File: src/rtl/pipe_pkg.sv
// ---------------------------------------------------------------------------
// pipe_pkg
// Shared definitions for the instruction-fetch stage:
//   - fetch_state_e : fetch FSM states (WARMUP, RUN)
//   - NOP_INSTR     : encoding loaded into IF/ID for a bubble
//   - PC_INCR       : sequential fetch stride in bytes
//   - ifid_t        : IF/ID register contents at the default 32-bit widths
// ---------------------------------------------------------------------------
package pipe_pkg;

    localparam int unsigned PIPE_PC_W    = 32;
    localparam int unsigned PIPE_INSTR_W = 32;

    localparam logic [PIPE_INSTR_W-1:0] NOP_INSTR = '0;
    localparam int unsigned             PC_INCR   = 4;

    typedef enum logic {
        WARMUP = 1'b0,
        RUN    = 1'b1
    } fetch_state_e;

    typedef struct packed {
        logic [PIPE_PC_W-1:0]    pc;
        logic [PIPE_INSTR_W-1:0] instr;
        logic                    valid;
    } ifid_t;

endpackage

File: src/rtl/pc_reg.sv
// ---------------------------------------------------------------------------
// pc_reg
// Program counter register with the next-PC priority mux.
// Ports:
//   clk_i            clock, rising edge
//   rst_i            asynchronous active-low reset (PC <= RESET_PC)
//   warmup_i         fetch FSM is in WARMUP: unconditionally advance by 4
//   run_i            fetch FSM is in RUN: apply redirect / pcwrite rules
//   branch_i         taken branch (highest priority)
//   branch_target_i  branch target
//   jump_i           jump (second priority)
//   jump_target_i    jump target
//   pcwrite_i        hazard unit permits a sequential advance
//   pc_o             current fetch address
//   pc_plus4_o       pc_o + 4, wrapping modulo 2^PC_W
// ---------------------------------------------------------------------------
module pc_reg
    import pipe_pkg::*;
#(
    parameter int unsigned     PC_W     = 32,
    parameter logic [PC_W-1:0] RESET_PC = '0
) (
    input  logic            clk_i,
    input  logic            rst_i,
    input  logic            warmup_i,
    input  logic            run_i,
    input  logic            branch_i,
    input  logic [PC_W-1:0] branch_target_i,
    input  logic            jump_i,
    input  logic [PC_W-1:0] jump_target_i,
    input  logic            pcwrite_i,
    output logic [PC_W-1:0] pc_o,
    output logic [PC_W-1:0] pc_plus4_o
);

    logic [PC_W-1:0] pc_q;
    logic [PC_W-1:0] pc_d;

    // The add simply drops the carry, so 0xFFFF_FFFC + 4 wraps to 0.
    assign pc_plus4_o = pc_q + PC_W'(PC_INCR);
    assign pc_o       = pc_q;

    // Next-PC selection. A redirect wins even when the hazard unit is
    // stalling the PC, since the stalled instruction is being squashed.
    always_comb begin
        pc_d = pc_q;
        if (warmup_i) begin
            pc_d = pc_plus4_o;
        end else if (run_i) begin
            if (branch_i) begin
                pc_d = branch_target_i;
            end else if (jump_i) begin
                pc_d = jump_target_i;
            end else if (pcwrite_i) begin
                pc_d = pc_plus4_o;
            end
        end
    end

    // PC state register.
    always_ff @(posedge clk_i or negedge rst_i) begin
        if (!rst_i) begin
            pc_q <= RESET_PC;
        end else begin
            pc_q <= pc_d;
        end
    end

endmodule

File: src/rtl/if_stage_ctrl.sv
// ---------------------------------------------------------------------------
// if_stage_ctrl
// Instruction-fetch stage: PC (via pc_reg), next-PC selection and the
// IF/ID pipeline register, driven by the hazard unit's stall/flush controls.
// A one-cycle WARMUP state after reset fetches the instruction at RESET_PC
// regardless of the hazard inputs; RUN is the steady state.
// Bubbles are marked with ifid_valid_o = 0 (and zeroed pc/instr fields).
//
// Ports:
//   clk_i, rst_i         clock / asynchronous active-low reset
//   pcwrite_i            1 = PC may advance sequentially
//   ifid_write_i         1 = IF/ID may load
//   ifid_flush_i         1 = IF/ID loads a bubble
//   branch_i, branch_target_i   taken branch from MEM
//   jump_i, jump_target_i       jump from ID
//   imem_instr_i         instruction memory read data for pc_o
//   pc_o                 fetch address
//   ifid_pc_o            PC+4 of the instruction held in IF/ID
//   ifid_instr_o         instruction held in IF/ID
//   ifid_valid_o         1 = real instruction, 0 = bubble
//
// Optional feature (macro IF_STAGE_PERF_EN):
//   stall_cnt_o          saturating count of RUN cycles with a stalled PC
//   flush_cnt_o          saturating count of RUN cycles loading a bubble
// ---------------------------------------------------------------------------
module if_stage_ctrl
    import pipe_pkg::*;
#(
    parameter int unsigned     PC_W     = 32,
    parameter int unsigned     INSTR_W  = 32,
    parameter logic [PC_W-1:0] RESET_PC = '0
) (
    input  logic               clk_i,
    input  logic               rst_i,
    input  logic               pcwrite_i,
    input  logic               ifid_write_i,
    input  logic               ifid_flush_i,
    input  logic               branch_i,
    input  logic [PC_W-1:0]    branch_target_i,
    input  logic               jump_i,
    input  logic [PC_W-1:0]    jump_target_i,
    input  logic [INSTR_W-1:0] imem_instr_i,
    output logic [PC_W-1:0]    pc_o,
    output logic [PC_W-1:0]    ifid_pc_o,
    output logic [INSTR_W-1:0] ifid_instr_o,
    output logic               ifid_valid_o
`ifdef IF_STAGE_PERF_EN
    ,
    output logic [31:0]        stall_cnt_o,
    output logic [31:0]        flush_cnt_o
`endif
);

    typedef struct packed {
        logic [PC_W-1:0]    pc;
        logic [INSTR_W-1:0] instr;
        logic               valid;
    } ifid_reg_t;

    localparam ifid_reg_t IFID_BUBBLE = '{pc: '0, instr: INSTR_W'(NOP_INSTR), valid: 1'b0};

    fetch_state_e    state_q;
    fetch_state_e    state_d;
    logic            in_warmup;
    logic            in_run;
    logic            redirect;
    logic            load_bubble;
    logic            load_instr;
    logic [PC_W-1:0] pc_plus4;
    ifid_reg_t       ifid_q;

    assign redirect = branch_i | jump_i;

    // Fetch FSM state register.
    always_ff @(posedge clk_i or negedge rst_i) begin
        if (!rst_i) begin
            state_q <= WARMUP;
        end else begin
            state_q <= state_d;
        end
    end

    // Fetch FSM next state and decoded control. WARMUP lasts exactly one
    // cycle and ignores the hazard unit, whose outputs may not yet be
    // meaningful straight out of reset.
    always_comb begin
        state_d     = state_q;
        in_warmup   = 1'b0;
        in_run      = 1'b0;
        load_bubble = 1'b0;
        load_instr  = 1'b0;
        unique case (state_q)
            WARMUP: begin
                in_warmup  = 1'b1;
                load_instr = 1'b1;
                state_d    = RUN;
            end
            RUN: begin
                in_run      = 1'b1;
                load_bubble = ifid_flush_i | redirect;
                load_instr  = ~(ifid_flush_i | redirect) & ifid_write_i;
                state_d     = RUN;
            end
            default: begin
                state_d = WARMUP;
            end
        endcase
    end

    pc_reg #(
        .PC_W     (PC_W),
        .RESET_PC (RESET_PC)
    ) u_pc_reg (
        .clk_i           (clk_i),
        .rst_i           (rst_i),
        .warmup_i        (in_warmup),
        .run_i           (in_run),
        .branch_i        (branch_i),
        .branch_target_i (branch_target_i),
        .jump_i          (jump_i),
        .jump_target_i   (jump_target_i),
        .pcwrite_i       (pcwrite_i),
        .pc_o            (pc_o),
        .pc_plus4_o      (pc_plus4)
    );

    // IF/ID pipeline register. A bubble (flush or redirect) beats a stall,
    // so a squashed instruction never lingers in ID while IF/ID is frozen.
    always_ff @(posedge clk_i or negedge rst_i) begin
        if (!rst_i) begin
            ifid_q <= IFID_BUBBLE;
        end else if (load_bubble) begin
            ifid_q <= IFID_BUBBLE;
        end else if (load_instr) begin
            ifid_q <= '{pc: pc_plus4, instr: imem_instr_i, valid: 1'b1};
        end
    end

    assign ifid_pc_o    = ifid_q.pc;
    assign ifid_instr_o = ifid_q.instr;
    assign ifid_valid_o = ifid_q.valid;

`ifdef IF_STAGE_PERF_EN
    logic stall_event;

    // A redirect is not counted as a stall even with pcwrite low, because
    // the PC still moves.
    assign stall_event = in_run & ~pcwrite_i & ~redirect;

    // Saturating performance counters.
    always_ff @(posedge clk_i or negedge rst_i) begin
        if (!rst_i) begin
            stall_cnt_o <= '0;
            flush_cnt_o <= '0;
        end else begin
            if (stall_event && (stall_cnt_o != '1)) begin
                stall_cnt_o <= stall_cnt_o + 32'd1;
            end
            if (load_bubble && (flush_cnt_o != '1)) begin
                flush_cnt_o <= flush_cnt_o + 32'd1;
            end
        end
    end
`endif

endmodule

File: config.mk
export PLATFORM = sky130hd
export DESIGN_NAME = if_stage_ctrl
export DESIGN_NICKNAME = d
export VERILOG_FILES = /design/src/rtl/pipe_pkg.sv /design/src/rtl/pc_reg.sv /design/src/rtl/if_stage_ctrl.sv
export SDC_FILE = /design/constraint.sdc
export NUM_CORES = 1
export LEC_CHECK = 0
export CAP_MARGIN = 20
export CORE_MARGIN = 10
export CORE_UTILIZATION = 25
export CTS_CLUSTER_SIZE = 40
export DETAILED_ROUTE_END_ITERATION = 6
export PLACE_DENSITY = 0.57
export SYNTH_ARGS = -nofsm -noshare
export SYNTH_HDL_FRONTEND = slang
export SYNTH_SLANG_ARGS = --single-unit
File: constraint.sdc
create_clock -name clk_i -period 6.14 [get_ports clk_i]
set_input_delay 0.614 -clock clk_i [delete_from_list [all_inputs] [get_ports clk_i]]
set_output_delay 0.614 -clock clk_i [all_outputs]
set_load 0.05 [all_outputs]
=== Yosys cells after proc, flatten, opt, wreduce, memory -nomap -nowiden ===
Cells that the tools add are included.

* Register bits after elaboration: 98
* Word-level logic and storage cells: 25
* Output and inout bits: 97
* Input bits: 103

* Equal/unequal tests: 2
* Multiplexer cells: 10
* Reduce and logical (&&, ||, !) cells: 2
* Bitwise gates (word level): 5
* Add/sub/neg operators: 1

{| class="wikitable"
|+ Operators with widths
! kind !! number
|-
| $mux 32 || 5
|-
| $mux 65 || 2
|-
| $add 32x3->32 const B || 1
|-
| $ne 4x4->1 const B || 1
|-
| $mux 1 || 2
|-
| $ne 2x1->1 const B || 1
|-
| $not 1->1 || 2
|-
| $or 1x1->1 || 2
|-
| $pmux 1 s2 || 1
|-
| $reduce_and 2->1 || 1
|-
| $reduce_bool 2->1 || 1
|-
| $and 1x1->1 || 1
|}

=== Longest topological paths before layout ===
Gate-level depths: netlist (run 1).

* Word-level depth: 7
* Gate-level depth with buffers: 7
* Mapped depth without buffers: 6

=== Modules after synthesis ===
Synthesis (run 1) repeated with hierarchy kept, for this count alone.

* Cells, all modules: 501
* Area total of the unflattened synthesis: 5,092.4 um^2

{| class="wikitable"
|+ Modules (own cells, without submodules)
! module !! cells each !! seq. area each (um^2) !! times used !! area an instance (um^2)
|-
| pc_reg || 351 || 800.8 || 1 || 2,726.4
|-
| if_stage_ctrl || 150 || 1,651.6 || 1 || 2,366.0
|}

=== Worst setup path after synthesis (run 1) ===
OpenSTA, ideal clock, no wires.

* Path kind: register to register
* Start: reg u_pc_reg.pc_q[2] (netlist: u_pc_reg.pc_o[2])
* End: reg u_pc_reg.pc_q[26] (netlist: u_pc_reg.pc_o[26])
* Setup slack: 3.636 ns
* Buffers on the path: 0
* Library setup time: 0.126 ns
* Arrival time: 2.378 ns
* Cell stages (with the launch flop): 7
* Clock period less this slack: 2.504 ns
* Data required time: 6.014 ns
* Path through: dfrtp_1 -> ha_1 -> nand3_1 -> or3_4 -> nor4_4 -> o21ai_1 -> a221o_1

* Cells in the longest elaborated chain, start to end: 6

{| class="wikitable"
|+ RTL lines
! what !! RTL line !! text
|-
| from (decl) || pc_reg.sv:36 || <nowiki>logic [PC_W-1:0] pc_q;</nowiki>
|-
| from (signal assigned) || pc_reg.sv:65 || <nowiki>pc_q <= pc_d;</nowiki>
|-
| $add 32x3->32 * || pc_reg.sv:40 || <nowiki>assign pc_plus4_o = pc_q + PC_W'(PC_INCR);</nowiki>
|-
| $mux 32 || pc_reg.sv:54 || <nowiki>end else if (pcwrite_i) begin</nowiki>
|-
| $mux 32 || pc_reg.sv:52 || <nowiki>end else if (jump_i) begin</nowiki>
|-
| $mux 32 || pc_reg.sv:50 || <nowiki>if (branch_i) begin</nowiki>
|-
| $mux 32 || pc_reg.sv:49 || <nowiki>end else if (run_i) begin</nowiki>
|-
| $mux 32 * || pc_reg.sv:47 || <nowiki>if (warmup_i) begin</nowiki>
|}

Every way passes the cells marked *; elsewhere a longest branch is shown, timed or not. The select of a mux whose other input is x is not followed.
A chain may end at the register's enable or synchronous reset.

=== Worst setup path in the final report (run 1) ===
* Start: in jump_i
* End: reg u_pc_reg.pc_q[24] (netlist: u_pc_reg.pc_o[24])

* Cells in the longest elaborated chain, start to end: 4
* Elaborated cells between the ends (all ways): 6
* Those cells by class: 1 x eq/ne; 4 x mux; 1 x reduce/logical

{| class="wikitable"
|+ RTL lines
! what !! RTL line !! text
|-
| from (decl) || if_stage_ctrl.sv:40 || <nowiki>input logic jump_i,</nowiki>
|-
| $mux 32 || pc_reg.sv:52 ||
|-
| $mux 32 || pc_reg.sv:50 ||
|-
| $mux 32 || pc_reg.sv:49 ||
|-
| $mux 32 || pc_reg.sv:47 ||
|}

Parallel ways exist; a longest one is shown, timed or not. The select of a mux whose other input is x is not followed.

==> results.toml, run 1 <==
[worst_setup_path]
criticalPathCategory = "input port to flip-flop"
path_delay_family = "simple AND/OR/NAND/NOR gates"
crit_required_ns = 6.38
cp.arrival_ns = 3.48
crit_start = "jump_i"
cpMostUsedCell = "nand2_1"
path_depth = 6
crit_path_start_kind = "input port"
crit_slowest_cell = "clkdlybuf4s50_1"
cp_num_buf_inv = 1
crit_chain = "clkdlybuf4s50_1 -> nor3_1 -> nand2_1 -> nand2_1 -> nor2_1 -> a221o_1"
r2r_start = "u_pc_reg.pc_o[5]$_DFFE_PN0P_"
endpoint = "u_pc_reg.pc_o[24]$_DFFE_PN0P_"
worst_r2r_path_depth = 5
max_stage_delay_ns = 0.71
r2r_slack_ns = 3.55
path_max_fanout = 22
rr_endpoint = "u_pc_reg.pc_o[21]$_DFFE_PN0P_"
end_kind = "flip-flop"

[cells_and_area]
area_growth_pct = 51.3
antenna_cells = 0
drive_above_1_share_pct = 6.73
layout_commonest_cell = "clkdlybuf4s50_1"
mostFrequentLayoutCells = "198 x clkdlybuf4s50_1, 98 x dfrtp_1, 73 x a22o_1, 34 x nor2_1, 26 x o21ai_0"
layout.nets = 753

[clocking]
cts_setup_buffers = 0
root_buffer = "clkbuf_16"
clk_latency_ns = 0.36
ctsLongestPathBuffers = 2
cts_buffers = 9
clock_sinks = 98
htreeDepth = 3
cts_tree = "yes"
cts_hold_buf = 0
clkTransAtPathRegs_ns = 0.07
ctsResizeCount = 0

[routing]
topRoutingLayerUsed = "met4"
wirelength_met1_mm = 8.26
drt-total-wl_mm = 18.6
drc = 0
vias = 4644
wl_met2_mm = 8.85
wl_met3_mm = 1.25
drt-wirelength-per-cell_um = 20.2
avgViaCountPerCell = 5.05
drt_iter0_drc = 297
ant_nets = 0
drtPass1Iterations = 4

[yosys]
avgSynthCellArea_um2 = 10.6
synth-compound-area-share_pct = 26.6
synth_top_family_by_area = "compound AO/OA/AOI/OAI gates"
synth_flop_cell = "dfrtp_1"
synthXorXnorAreaFrac_pct = 4.91
syn_nets = 574
synth_cell_types = 53
ys_warn_count = 0
synthMuxAreaShare_pct = 0
netlist_area_um2 = 4990
ys_seq_elements = 98
synth_edf_count = 0
synthAdderAreaFrac_pct = 0.251
synth-async-reset-ratio_pct = 100
syn_inst = 470
synth-simple-area-share_pct = 15.4
ys_seq_area_share_pct = 49.1

[power]
sw_frac_of_total_pct = 37.5
p_leak_nw = 3.18
power_density_nw_per_um2 = 293
peakVddDrop_mv = 0.140
clkPwrFrac_pct = 28.3
p_comb_share_pct = 34.7
p_seq_share_pct = 37.0
p_int_mw = 1.38
p_switching_uw = 831

[sta]
setup_tns_ns = 0
worst_pin_slew_ns = 1.00
fmax_ghz = 0.309
fin_ws_ns = 2.90
finalHoldViolations = 0
maxSlewHeadroom_pct = 33.0
fin_worst_skew_ns = 0.00668
rsz0062_at_grt = "no"
fin_crit_ns = 3.24
setup_viol = 0
drv_slew = 0
finalCritPeriodShare_pct = 52.8

[grt]
track_usage_pct = 14.0
grt_max_degree = 69
grt.overflow.total = 0
first_global_vias = 4778
grt_pass1_wl_mm = 28.9
antenna_found_initial = 0

[placement]
place_hpwl_mm = 13.9
globalplace.congestion = 0.829
portBuffers = 199
dpl_worst_slack_ns = 2.57

[floorplan]
rows = 51
dieArea_um2 = 26000
die_x_um = 161
ioPinCount = 200
start_util_pct = 25.6
coreArea_um2 = 19500
die_h_um = 161

[worst_hold_path]
worstHoldPathType = "input port to async pin"

[run_status]
status = "completed"

[flow_run]
maxCapViolations = 0
metal layers:
layer / global-route usage (%) / vias up
met4: 4.14 / 0
met3: 4.17 / 16
li1: - / 2160
met5: 0 / -
met2: 22.2 / 180
met1: 18.1 / 2288
Yosys cell counts (9+ instances only):
library cell | count | area (µm²)
a21oi_1 | 12 | 60.1
a221o_1 | 15 | 150
a22o_1 | 73 | 639
a22oi_1 | 14 | 105
clkbuf_1 | 30 | 113
dfrtp_1 | 98 | 2450
nand2_1 | 23 | 86.3
nand3_1 | 15 | 75.1
nor2_1 | 35 | 131
o21ai_0 | 26 | 130
xnor2_1 | 9 | 78.8
xor2_1 | 19 | 166
worst register-to-register path: stages (launching register included):
cell and delay [ns]:
dfrtp_1 0.48, nand4_1 0.46, or4_4 0.81, nor3_2 0.27, o21ai_0 0.13, a221o_1 0.33
worst min path at each step:
stage / cells past startpoint / start / endpoint
finish: 1 / rst_i / ifid_instr_o[30]$_DFFE_PN0P_
global route: 1 / rst_i / ifid_instr_o[30]$_DFFE_PN0P_
CTS: 1 / rst_i / ifid_instr_o[30]$_DFFE_PN0P_
detailed placement: 1 / ifid_valid_o$_DFFE_PN0P_ / ifid_valid_o$_DFFE_PN0P_
global placement: 1 / ifid_valid_o$_DFFE_PN0P_ / ifid_valid_o$_DFFE_PN0P_
floorplan: 0 / rst_i / ifid_instr_o[0]$_DFFE_PN0P_
per-stage QoR:
stage / cells / instance area, µm² / power [mW] / util, % / hold WS, ns
2_1_floorplan: 470 / 4990 / 1.28 / - / 0.318
3_3_place_gp: 902 / 7210 / 1.60 / 36.9 / 0.465
3_5_place_dp: 902 / 7210 / 1.61 / 36.9 / 0.476
4_1_cts: 918 / 7530 / 2.25 / 38.6 / 0.187
5_1_grt: 919 / 7550 / 2.31 / 38.7 / 0.213
6_report: 919 / 7550 / 2.21 / 38.7 / 0.182
registers in the layout (all words and copies together), names as in the netlist:
name	count
ifid_valid_o	1
state_q	1
ifid_pc_o	32
ifid_instr_o	32
u_pc_reg.pc_o	32
power groups by stage:
| stage | registers, mW | clock network, mW | logic (mW) |
|---|---|---|---|
| 6_report | 0.819 | 0.627 | 0.768 |
| 5_1_grt | 0.834 | 0.667 | 0.811 |
| 2_1_floorplan | 1.08 | 0 | 0.193 |
| 3_5_place_dp | 0.831 | 0 | 0.776 |
| 4_1_cts | 0.819 | 0.650 | 0.779 |
| 3_3_place_gp | 0.827 | 0 | 0.769 |
cell type report:
| class | instances | area [µm²] |
|---|---|---|
| fill | 1945 | 12000 |
| sequential | 98 | 2450 |
| multi-input combinational | 328 | 2370 |
| timing repair buffer | 205 | 2040 |
| tap | 265 | 332 |
| clock buffer | 10 | 239 |
| clock inverter | 6 | 90.1 |
| inverter | 7 | 26.3 |
cell families (layout without fill, tap and decap cells):
group | count (synthesis) | count (layout)
AO/OA/AOI/OAI | 174 | 174
AND/OR/NAND/NOR | 124 | 124
flip-flops | 98 | 98
buffers and inverters | 44 | 228
XOR/XNOR | 28 | 28
adder cells (fa/ha/maj) | 1 | 1
other | 1 | 1
No activity file was read; power rests on OpenSTA's default activity.
==> run 2, diff against run 1 <==
Settings changed: PLACE_DENSITY 0.57 to 0.59.
Clock period 6.14 ns to 2.9 ns, I/O delays scaled along.
==> run 2 against run 1 <==
Against the previous run: die area stayed put; worst setup slack worse by 2.4 ns; power is 110% higher; global-route usage is 0.18 points higher; critical endpoint is now u_pc_reg.pc_o[26]$_DFFE_PN0P_.
==> results.toml, run 2 (synthesized netlist as in run 1, its figures left out) <==
[sta]
drv_slew = 0
setup_tns_ns = 0
fin_worst_skew_ns = 0.0117
worst_pin_slew_ns = 0.675
finalCritPeriodShare_pct = 81.8
setup_viol = 0
maxSlewHeadroom_pct = 54.9
fmax_ghz = 0.422
rsz0062_at_grt = "no"
finalHoldViolations = 0
fin_crit_ns = 2.37

[clocking]
clk_latency_ns = 0.36
clock_sinks = 98
htreeDepth = 3
cts_setup_buffers = 0
root_buffer = "clkbuf_16"
ctsLongestPathBuffers = 2
ctsResizeCount = 0
clkTransAtPathRegs_ns = 0.08
cts_tree = "yes"
cts_hold_buf = 1
cts_buffers = 9

[grt]
grt.overflow.total = 0
grt_pass1_wl_mm = 29.5
first_global_vias = 4893
track_usage_pct = 14.2
antenna_found_initial = 0
grt_max_degree = 66

[worst_setup_path]
crit_start = "u_pc_reg.pc_o[2]$_DFFE_PN0P_"
crit_required_ns = 3.14
rr_endpoint = "u_pc_reg.pc_o[26]$_DFFE_PN0P_"
max_stage_delay_ns = 0.50
worst_r2r_path_depth = 6
crit_path_start_kind = "flip-flop"
cp_num_buf_inv = 0
crit_slowest_cell = "or3_4"
endpoint = "u_pc_reg.pc_o[26]$_DFFE_PN0P_"
r2r_start = "u_pc_reg.pc_o[2]$_DFFE_PN0P_"
path_delay_family = "simple AND/OR/NAND/NOR gates"
end_kind = "flip-flop"
r2r_slack_ns = 0.53
path_depth = 6
criticalPathCategory = "flip-flop to flip-flop"
crit_chain = "ha_1 -> nand3_1 -> or3_4 -> nor4_4 -> o21ai_1 -> a221o_1"
path_max_fanout = 7
cp.arrival_ns = 2.61

[power]
power_density_nw_per_um2 = 608
finalPower_mw = 4.64
p_seq_share_pct = 37.4
p_int_mw = 2.86
clkPwrFrac_pct = 27.3
p_leak_nw = 3.22
p_comb_share_pct = 35.3
p_switching_mw = 1.78
sw_frac_of_total_pct = 38.4
peakVddDrop_mv = 0.275

[routing]
ant_nets = 0
vias = 4672
drt-wirelength-per-cell_um = 20.2
drtPass1Iterations = 4
drt_iter0_drc = 324
drc = 0
drt-total-wl_mm = 18.8
avgViaCountPerCell = 5.03

[floorplan]
die_h_um = 161
start_util_pct = 25.6
ioPinCount = 200
coreArea_um2 = 19500
rows = 51
dieArea_um2 = 26000
die_x_um = 161

[cells_and_area]
fill_cells = 1933
antenna_cells = 0
mostFrequentLayoutCells = "198 x clkdlybuf4s50_1, 98 x dfrtp_1, 73 x a22o_1, 34 x nor2_1, 26 x o21ai_0"
area_growth_pct = 52.9
drive_above_1_share_pct = 7.84
layout_commonest_cell = "clkdlybuf4s50_1"
layout.nets = 762

[placement]
globalplace.congestion = 0.835
place_hpwl_mm = 14.1
portBuffers = 199

[run_status]
status = "completed"

[worst_hold_path]
worstHoldPathType = "input port to async pin"

[flow_run]
maxCapViolations = 0
-- run 2: cell types whose count changed in the layout (fill, tap and decap cells not counted), sizes merged --
cell,change
buf,+8
bufinv,-1
clkinv,-3
clkinvlp,+1
dlygate4sd3,+1
inv,+3
-- run 2: per-stage QoR --
step           setup slack (ns)  utilization, %  hold slack, ns  instance area (µm²)  cells
6_report                  0.529            39.1           0.477                 7630    928
5_1_grt                   0.353            39.1           0.517                 7630    928
4_1_cts                   0.524            39.1           0.482                 7630    928
3_5_place_dp              0.534            37.4           0.295                 7310    911
3_3_place_gp              0.608            37.4           0.297                 7310    911
2_1_floorplan             0.396               -        -0.00559                 4990    470
-- run 2: how the worst min path moves through the flow --
stage / from / endpoint / slack [ns] / cells after the start
final: rst_i / ifid_pc_o[17]$_DFFE_PN0P_ / 0.48 / 2
after global placement: rst_i / ifid_pc_o[17]$_DFFE_PN0P_ / 0.30 / 1
after floorplan: rst_i / ifid_instr_o[0]$_DFFE_PN0P_ / -0.006 / 0
after detailed placement: rst_i / ifid_pc_o[17]$_DFFE_PN0P_ / 0.29 / 1
after global routing: rst_i / ifid_pc_o[17]$_DFFE_PN0P_ / 0.52 / 2
after CTS: rst_i / ifid_pc_o[17]$_DFFE_PN0P_ / 0.48 / 2
-- run 2: per-layer routing --
layer  GRT usage, %  vias to the layer above  part of all wire (%)
li1               -                     2178                     -
met1           17.8                     2298                    43
met2           23.0                      171                    48
met3           4.40                       25                   6.7
met4           4.09                        0                   2.1
met5              0                        -                     0
-- run 2: cell type report --
class / count / area, µm² / share of cell area, %
multi-input cells: 328 / 2370 / 31.0
repair buffers: 214 / 2140 / 28.1
flip-flops and latches: 98 / 2450 / 32.1
clock buffers: 10 / 239 / 3.13
clock inverters: 6 / 71.3 / 0.935
well taps: 265 / 332 / 4.34
inverters: 7 / 26.3 / 0.344
-- run 2: power groups by stage --
| stage | sequential, mW | clock [mW] | combinational (mW) |
|---|---|---|---|
| floorplan | 2.29 | 0 | 0.409 |
| global placement | 1.75 | 0 | 1.64 |
| detailed placement | 1.76 | 0 | 1.65 |
| CTS | 1.74 | 1.31 | 1.66 |
| global route | 1.77 | 1.35 | 1.73 |
| finish | 1.74 | 1.27 | 1.64 |
